## config.mk

```make
export PLATFORM = sky130hd
export DESIGN_NAME = disp_timing_ctrl
export DESIGN_NICKNAME = d
export VERILOG_FILES = /design/src/rtl/disp_timing_ctrl.sv
export SDC_FILE = /design/constraint.sdc
export NUM_CORES = 1
export LEC_CHECK = 0
export BUFFER_PORTS_ARGS = -buffer_cell sky130_fd_sc_hd__buf_2
export CORE_MARGIN = 8
export CORE_UTILIZATION = 30
export DETAILED_ROUTE_END_ITERATION = 6
export SYNTH_ARGS = -nofsm -noshare
export SYNTH_HDL_FRONTEND = slang
export SYNTH_SLANG_ARGS = --single-unit
```

## constraint.sdc

```tcl
create_clock -name clk -period 3.45 [get_ports clk]
set_clock_uncertainty 0.15 [all_clocks]
set_input_delay 0.8625 -clock clk [delete_from_list [all_inputs] [get_ports clk]]
set_output_delay 0.8625 -clock clk [all_outputs]
set_load 0.02 [all_outputs]
```

## src/rtl/disp_timing_ctrl.sv

```systemverilog
// Raster timing (HSYNC/VSYNC/DE), sticky VBLANK flag and frame-buffer fetch address, advanced by PIXEN.
// Outputs registered, reflecting the raster position after the same edge; no backpressure, PIXEN=0 freezes the raster.
module disp_timing_ctrl #(
    parameter int H_ACTIVE     = 640,
    parameter int H_FP         = 16,
    parameter int H_SYNC       = 96,
    parameter int H_BP         = 48,
    parameter int V_ACTIVE     = 480,
    parameter int V_FP         = 10,
    parameter int V_SYNC       = 2,
    parameter int V_BP         = 33,
    parameter int PIX_PER_WORD = 2
) (
    input  logic        clk,
    input  logic        rst,
    input  logic        PIXEN,
    input  logic        CLRVBLNK,
    input  logic [29:0] DISPADDR,
    input  logic        DISPON,
    output logic        VBLANK,
    output logic        HSYNC,
    output logic        VSYNC,
    output logic        DE,
    output logic [29:0] FETCH_ADDR
);

    localparam int H_TOTAL = H_ACTIVE + H_FP + H_SYNC + H_BP;
    localparam int V_TOTAL = V_ACTIVE + V_FP + V_SYNC + V_BP;
    localparam int HW      = $clog2(H_TOTAL);
    localparam int VW      = $clog2(V_TOTAL);

    localparam logic [HW-1:0] H_LAST   = HW'(H_TOTAL - 1);
    localparam logic [HW-1:0] H_ACT    = HW'(H_ACTIVE);
    localparam logic [HW-1:0] HS_BEG   = HW'(H_ACTIVE + H_FP);
    localparam logic [HW-1:0] HS_END   = HW'(H_ACTIVE + H_FP + H_SYNC);
    localparam logic [HW-1:0] PIX_MASK = HW'(PIX_PER_WORD - 1);
    localparam logic [VW-1:0] V_LAST   = VW'(V_TOTAL - 1);
    localparam logic [VW-1:0] V_ACT    = VW'(V_ACTIVE);
    localparam logic [VW-1:0] VS_BEG   = VW'(V_ACTIVE + V_FP);
    localparam logic [VW-1:0] VS_END   = VW'(V_ACTIVE + V_FP + V_SYNC);

    logic [HW-1:0] h, h_nx;
    logic [VW-1:0] v, v_nx;
    logic          on_q, on_nx;
    logic          frame_start, vblank_set, leave_word;

    always_comb begin
        h_nx = h + 1'b1;
        v_nx = v;
        if (h == H_LAST) begin
            h_nx = '0;
            v_nx = (v == V_LAST) ? '0 : v + 1'b1;
        end
        frame_start = (h_nx == '0) && (v_nx == '0);
        vblank_set  = PIXEN && (h_nx == '0) && (v_nx == V_ACT);
        // Leaving the last pixel of a word inside the visible area bumps the address.
        leave_word  = (h < H_ACT) && (v < V_ACT) && ((h & PIX_MASK) == PIX_MASK);
        on_nx       = frame_start ? DISPON : on_q;
    end

    always_ff @(posedge clk or negedge rst) begin
        if (!rst) begin
            h          <= H_LAST;
            v          <= V_LAST;
            on_q       <= 1'b0;
            VBLANK     <= 1'b0;
            HSYNC      <= 1'b1;
            VSYNC      <= 1'b1;
            DE         <= 1'b0;
            FETCH_ADDR <= '0;
        end else begin
            // Clear has priority; a set event coinciding with it is dropped.
            if (CLRVBLNK)
                VBLANK <= 1'b0;
            else if (vblank_set)
                VBLANK <= 1'b1;

            if (PIXEN) begin
                h     <= h_nx;
                v     <= v_nx;
                on_q  <= on_nx;
                HSYNC <= !((h_nx >= HS_BEG) && (h_nx < HS_END));
                VSYNC <= !((v_nx >= VS_BEG) && (v_nx < VS_END));
                DE    <= on_nx && (h_nx < H_ACT) && (v_nx < V_ACT);
                if (frame_start)
                    FETCH_ADDR <= DISPADDR;
                else if (leave_word)
                    FETCH_ADDR <= FETCH_ADDR + 30'd1;
            end
        end
    end

endmodule

```

Word-level counts from Yosys, hierarchy flattened
Index checks and enable logic that the tools add are counted.
{ "word_totals": {"regBits": 55, "latchBits": 0, "mem_bits_rw": 0, "rom_bits": 0, "in_bits": 35, "output_inout_bits": 34, "elab_cells": 46, "mem_count": 0} }
{ "classes": {"addsub": 3, "multipliers": 0, "div": 0, "magnitude_cmp": 8, "n_eq_ne": 3, "shift": 0, "muxes": 8, "bitwise": 0, "n_reduce_logical": 16} }
{ "op_table": {"columns": ["cell", "count"], "rows": [
  ["two-way mux 30 bit", 2],
  ["adder 30 x 1 -> 30 bit, second input constant", 1],
  ["less-than comparator 10 bit, second input constant", 3],
  ["less-than comparator 10 x 9 -> 1 bit, second input constant", 3],
  ["two-way mux 10 bit", 3],
  ["adder 10 x 1 -> 10 bit, second input constant", 2],
  ["== test 10 bit, second input constant", 2],
  ["logical NOT 10 bit", 2],
  ["== test 10 x 9 -> 1 bit, second input constant", 1],
  [">= comparator 10 bit, second input constant", 1],
  [">= comparator 10 x 9 -> 1 bit, second input constant", 1],
  ["logical AND 1 bit", 9],
  ["nonzero test 2 bit", 2],
  ["two-way mux 1 bit", 3],
  ["logical NOT 1 bit", 2],
  ["AND reduction 2 bit", 1]
]} }

Depth between registers and ports, before layout
{ "depth": {"word_depth": 8, "ltp_mapped": 12, "mapped_depth_nobuf": 10} }

Least setup slack after synthesis
OpenSTA, ideal clock, no wires.
{ "synth_path": {"path_type": "reg2reg", "from": "register h[0]", "to": "register DE", "setup_time_ps": 122, "arrival_time_ps": 3330, "required_ps": 3178, "slack_ps": -152, "path_stages_with_launch": 11, "path_buffers": 1, "period_less_slack_ps": 3602, "cell_sequence": "dfstp_2 -> ha_1 -> nand4_1 -> or3_4 -> a221oi_4 -> nand3_2 -> or4_1 -> buf_6 -> nor2_8 -> mux2_2 -> a32o_1"} }
{ "synth_via": {"elab_chain_cells": 7, "word_cells_on_any_way": 12, "cone_classes": "1 x add/sub; 2 x order compare; 1 x eq/ne; 3 x mux; 5 x reduce/logical"} }
{ "synth_rtl": {"columns": ["item", "line", "rtl"], "rows": [
  ["from (decl)", "42", "logic [HW-1:0] h, h_nx;"],
  ["from (signal assigned)", "79", "h <= h_nx;"],
  ["parallel branches: the longest is 6 deep, another holds adder 10 x 1 -> 10 bit", null, null],
  ["logical AND 1 bit *", "84", "DE <= on_nx && (h_nx < H_ACT) && (v_nx < V_ACT);"],
  ["to (signal assigned)", "84", null],
  ["to (decl)", "23", "output logic DE,"]
]} }
Every way passes the cells marked *.
A chain may end at the register's enable or synchronous reset.

Final worst setup path
{ "layout_path": {"from": "register h[1]", "to": "register DE"} }
The elaborated chain is that of the path after synthesis.

==> impl_metrics.json <==
{
  "drv_slew": 0,
  "grt_pass1_vias": 3698,
  "r2r_cells": 10,
  "critical_path.max_fanout": 8,
  "max_slew.worst_pin.slew_ps": 586,
  "track_usage_pct": 14.5,
  "drc": 0,
  "num-fill-cells": 1317,
  "p_leak_nw": 2.10,
  "combPwrFrac_pct": 33.5,
  "hold_viol_final": 0,
  "syn_area_per_cell_um2": 8.66,
  "diodes": 0,
  "min_path_type": "flip-flop to flip-flop",
  "worst-path-buf-inv": 1,
  "crit_path_end_kind": "flip-flop",
  "start_util_pct": 30.5,
  "worstPathRequired_ps": 3490,
  "nets": 570,
  "synth_top_area_share_pct": 28.2,
  "power.share.clock_pct": 25.3,
  "cts_max_level": 2,
  "rows": 41,
  "routed_wl_mm": 12.2,
  "synth_top_flop_cell": "dfrtp_1",
  "areaGrowthSynthToFinish_pct": 26.3,
  "grt_max_degree": 56,
  "switching_share_pct": 36.2,
  "r2r-end": "DE",
  "drtIter0Drc": 288,
  "crit_path_cell_trace": "ha_4 -> nand4_1 -> or3_4 -> a221oi_4 -> nand3_2 -> or4_4 -> buf_12 -> nor2_8 -> mux2_4 -> a32o_1",
  "ys_warn_count": 0,
  "status": "finished clean",
  "seqCellArea_mm2": 0.00139,
  "slew-limit-headroom_pct": 60.8,
  "ys_ff_latch": 55,
  "synth-async-reset-ratio_pct": 100,
  "fin_crit_sh_pct": 96.8,
  "wl_per_cell_um": 17.4,
  "ctsRootBufferMaster": "clkbuf_16",
  "synth_cells": 441,
  "dp_hpwl_mm": 9.02,
  "vias": 3882,
  "holdWs_ps": 342,
  "antenna_found_initial": 0,
  "multi_input_area_mm2": 0.00229,
  "p_switching_w": 0.000742,
  "clkTransAtPathRegs_ps": 70,
  "power.internal_w": 0.00131,
  "ioPinCount": 69,
  "yosys.area.top_type": "dfrtp_1",
  "io_buffers": 68,
  "worst_path_max_delay_cell": "dfstp_2",
  "timing.rr.start": "h[1]",
  "grt_remaining_overflow": 0,
  "place_congestion": 0.854,
  "setup_violations": 0,
  "grt_pass1_wl_mm": 19.5,
  "crit_family": "simple AND/OR/NAND/NOR gates",
  "netlist_top_cells_count": "dfrtp_1 (43), nand2_1 (39), nor2_1 (35)",
  "min_to": "VBLANK",
  "final_antenna_net_count": 0,
  "hold_depth": 2,
  "min_from": "VBLANK",
  "cellPowerDensity_mw_per_mm2": 426,
  "synth_edf_count": 0,
  "vdd_ir_drop_max_v": 0.000247,
  "p_seq_share_pct": 41.2,
  "cts_num_sinks": 55,
  "cts_buffer_depth": 2,
  "crit_arrival_ps": 3380,
  "fin_tns_setup_ps": 0,
  "synth-seq-area-share_pct": 36.4,
  "cts_buffers": 5,
  "path_class": "flip-flop to flip-flop",
  "ys_types": 72,
  "ys_top_cells_by_area": "dfrtp_1 (28%), dfstp_2 (8.3%), nand3_1 (4.5%)",
  "core_area_mm2": 0.0125,
  "rrSetupSlack_ps": 110,
  "firstDrtPassIters": 5,
  "routed_via_density": 5.52,
  "fp.dieArea_mm2": 0.0166,
  "startpoint_type": "flip-flop",
  "die_w_um": 129,
  "syn-cell-area_mm2": 0.00382,
  "layout-drive-gt1-share_pct": 31.1,
  "max_cap_violations": 0,
  "die_h_um": 129,
  "worst_path_largest_cell_delay_ps": 580,
  "fmax_mhz": 299,
  "yosysMostFrequentCell": "dfrtp_1",
  "insertion_delay_ps": 300,
  "period_minus_slack_ps": 3340,
  "cts_tree": "built",
  "synth_nets": 481
}
==> layout make-up <==
| class | instances | share of cell area [%] |
|---|---|---|
| multi-input combinational | 346 | 47.5 |
| sequential | 55 | 28.8 |
| timing repair buffer | 110 | 15.2 |
| tap | 172 | 4.46 |
| clock buffer | 5 | 2.59 |
| inverter | 12 | 0.934 |
| clock inverter | 3 | 0.415 |
==> placed cells by master (no fill, tap or decap), types with 17 or more instances in the layout <==
cell / synthesis / routed
buf_2: 4 / 68
dfrtp_1: 43 / 43
nand2_1: 39 / 39
nor2_1: 35 / 35
buf_4: 3 / 35
nand3_1: 34 / 33
a21oi_1: 25 / 25
o21ai_0: 27 / 25
nand4_1: 17 / 17
nor3_1: 17 / 17
==> metal layers <==
metal / up-vias / track usage (%) / wire length [µm]
met1: 1877 / 20.5 / 5590
met5: - / 0 / 0
met3: 5 / 2.81 / 828
li1: 1846 / - / -
met2: 154 / 22.5 / 5720
met4: 0 / 2.42 / 59
==> worst register-to-register path, cell delays in order (launching register included) <==
cell	delay, ps
dfstp_2	580
ha_4	140
nand4_1	110
or3_4	420
a221oi_4	310
nand3_2	120
or4_4	570
buf_12	170
nor2_8	130
mux2_4	320
a32o_1	210
==> kinds of logic (layout without fill, tap and decap cells) <==
group,count (synthesis),count (layout),share of synthesized area [%]
adder cells (fa/ha/maj),5,5,1.64
XOR/XNOR,8,8,1.83
multiplexers,11,11,2.98
AO/OA/AOI/OAI,119,119,22.4
buffers and inverters,40,130,4.95
AND/OR/NAND/NOR,203,203,29.8
flip-flops,55,55,36.4
==> stage by stage <==
stage               cells  area [µm²]  total power [W]  worst slack [ps]  utilization [%]
floorplan             441        3840          0.00127             -11.6                -
global placement      691        4600          0.00151              91.0             36.7
detailed placement    691        4600          0.00152             -2.00             36.7
CTS                   700        4750          0.00205              22.7             37.9
global route          703        4820          0.00216             -18.7             38.5
finish                703        4820          0.00205               110             38.5
==> worst max-delay path by stage <==
stage | cells past startpoint | endpoint | from | slack [ps]
2_1_floorplan | 10 | DE | h[0] | -10
3_3_place_gp | 10 | DE | h[1] | 90
3_5_place_dp | 10 | DE | h[1] | -2
4_1_cts | 10 | DE | h[1] | 20
5_1_grt | 11 | on_q | h[1] | -20
6_report | 10 | DE | h[1] | 110
==> registers in the layout, summed over array words and instances, names as in the netlist <==
signal      count
HSYNC           1
h              10
VSYNC           1
DE              1
FETCH_ADDR     30
on_q            1
VBLANK          1
v              10
==> power groups by stage <==
stage               combinational (W)  sequential, W  clock (W)
detailed placement           0.000670       0.000853          0
global route                 0.000751       0.000853   0.000560
CTS                          0.000672       0.000843   0.000530
finish                       0.000688       0.000845   0.000519
floorplan                    0.000388       0.000886          0
global placement             0.000662       0.000851          0
==> repair_timing <==
item                                    in CTS  in global routing
hold buffers                                 0                  0
endpoints found under the setup margin       1                 23
hold endpoints to repair                     0                  0
resized for setup                            0                 13
buffers inserted                             1                  3
pin swaps                                    1                  5
No activity file was read; power rests on OpenSTA's default activity.
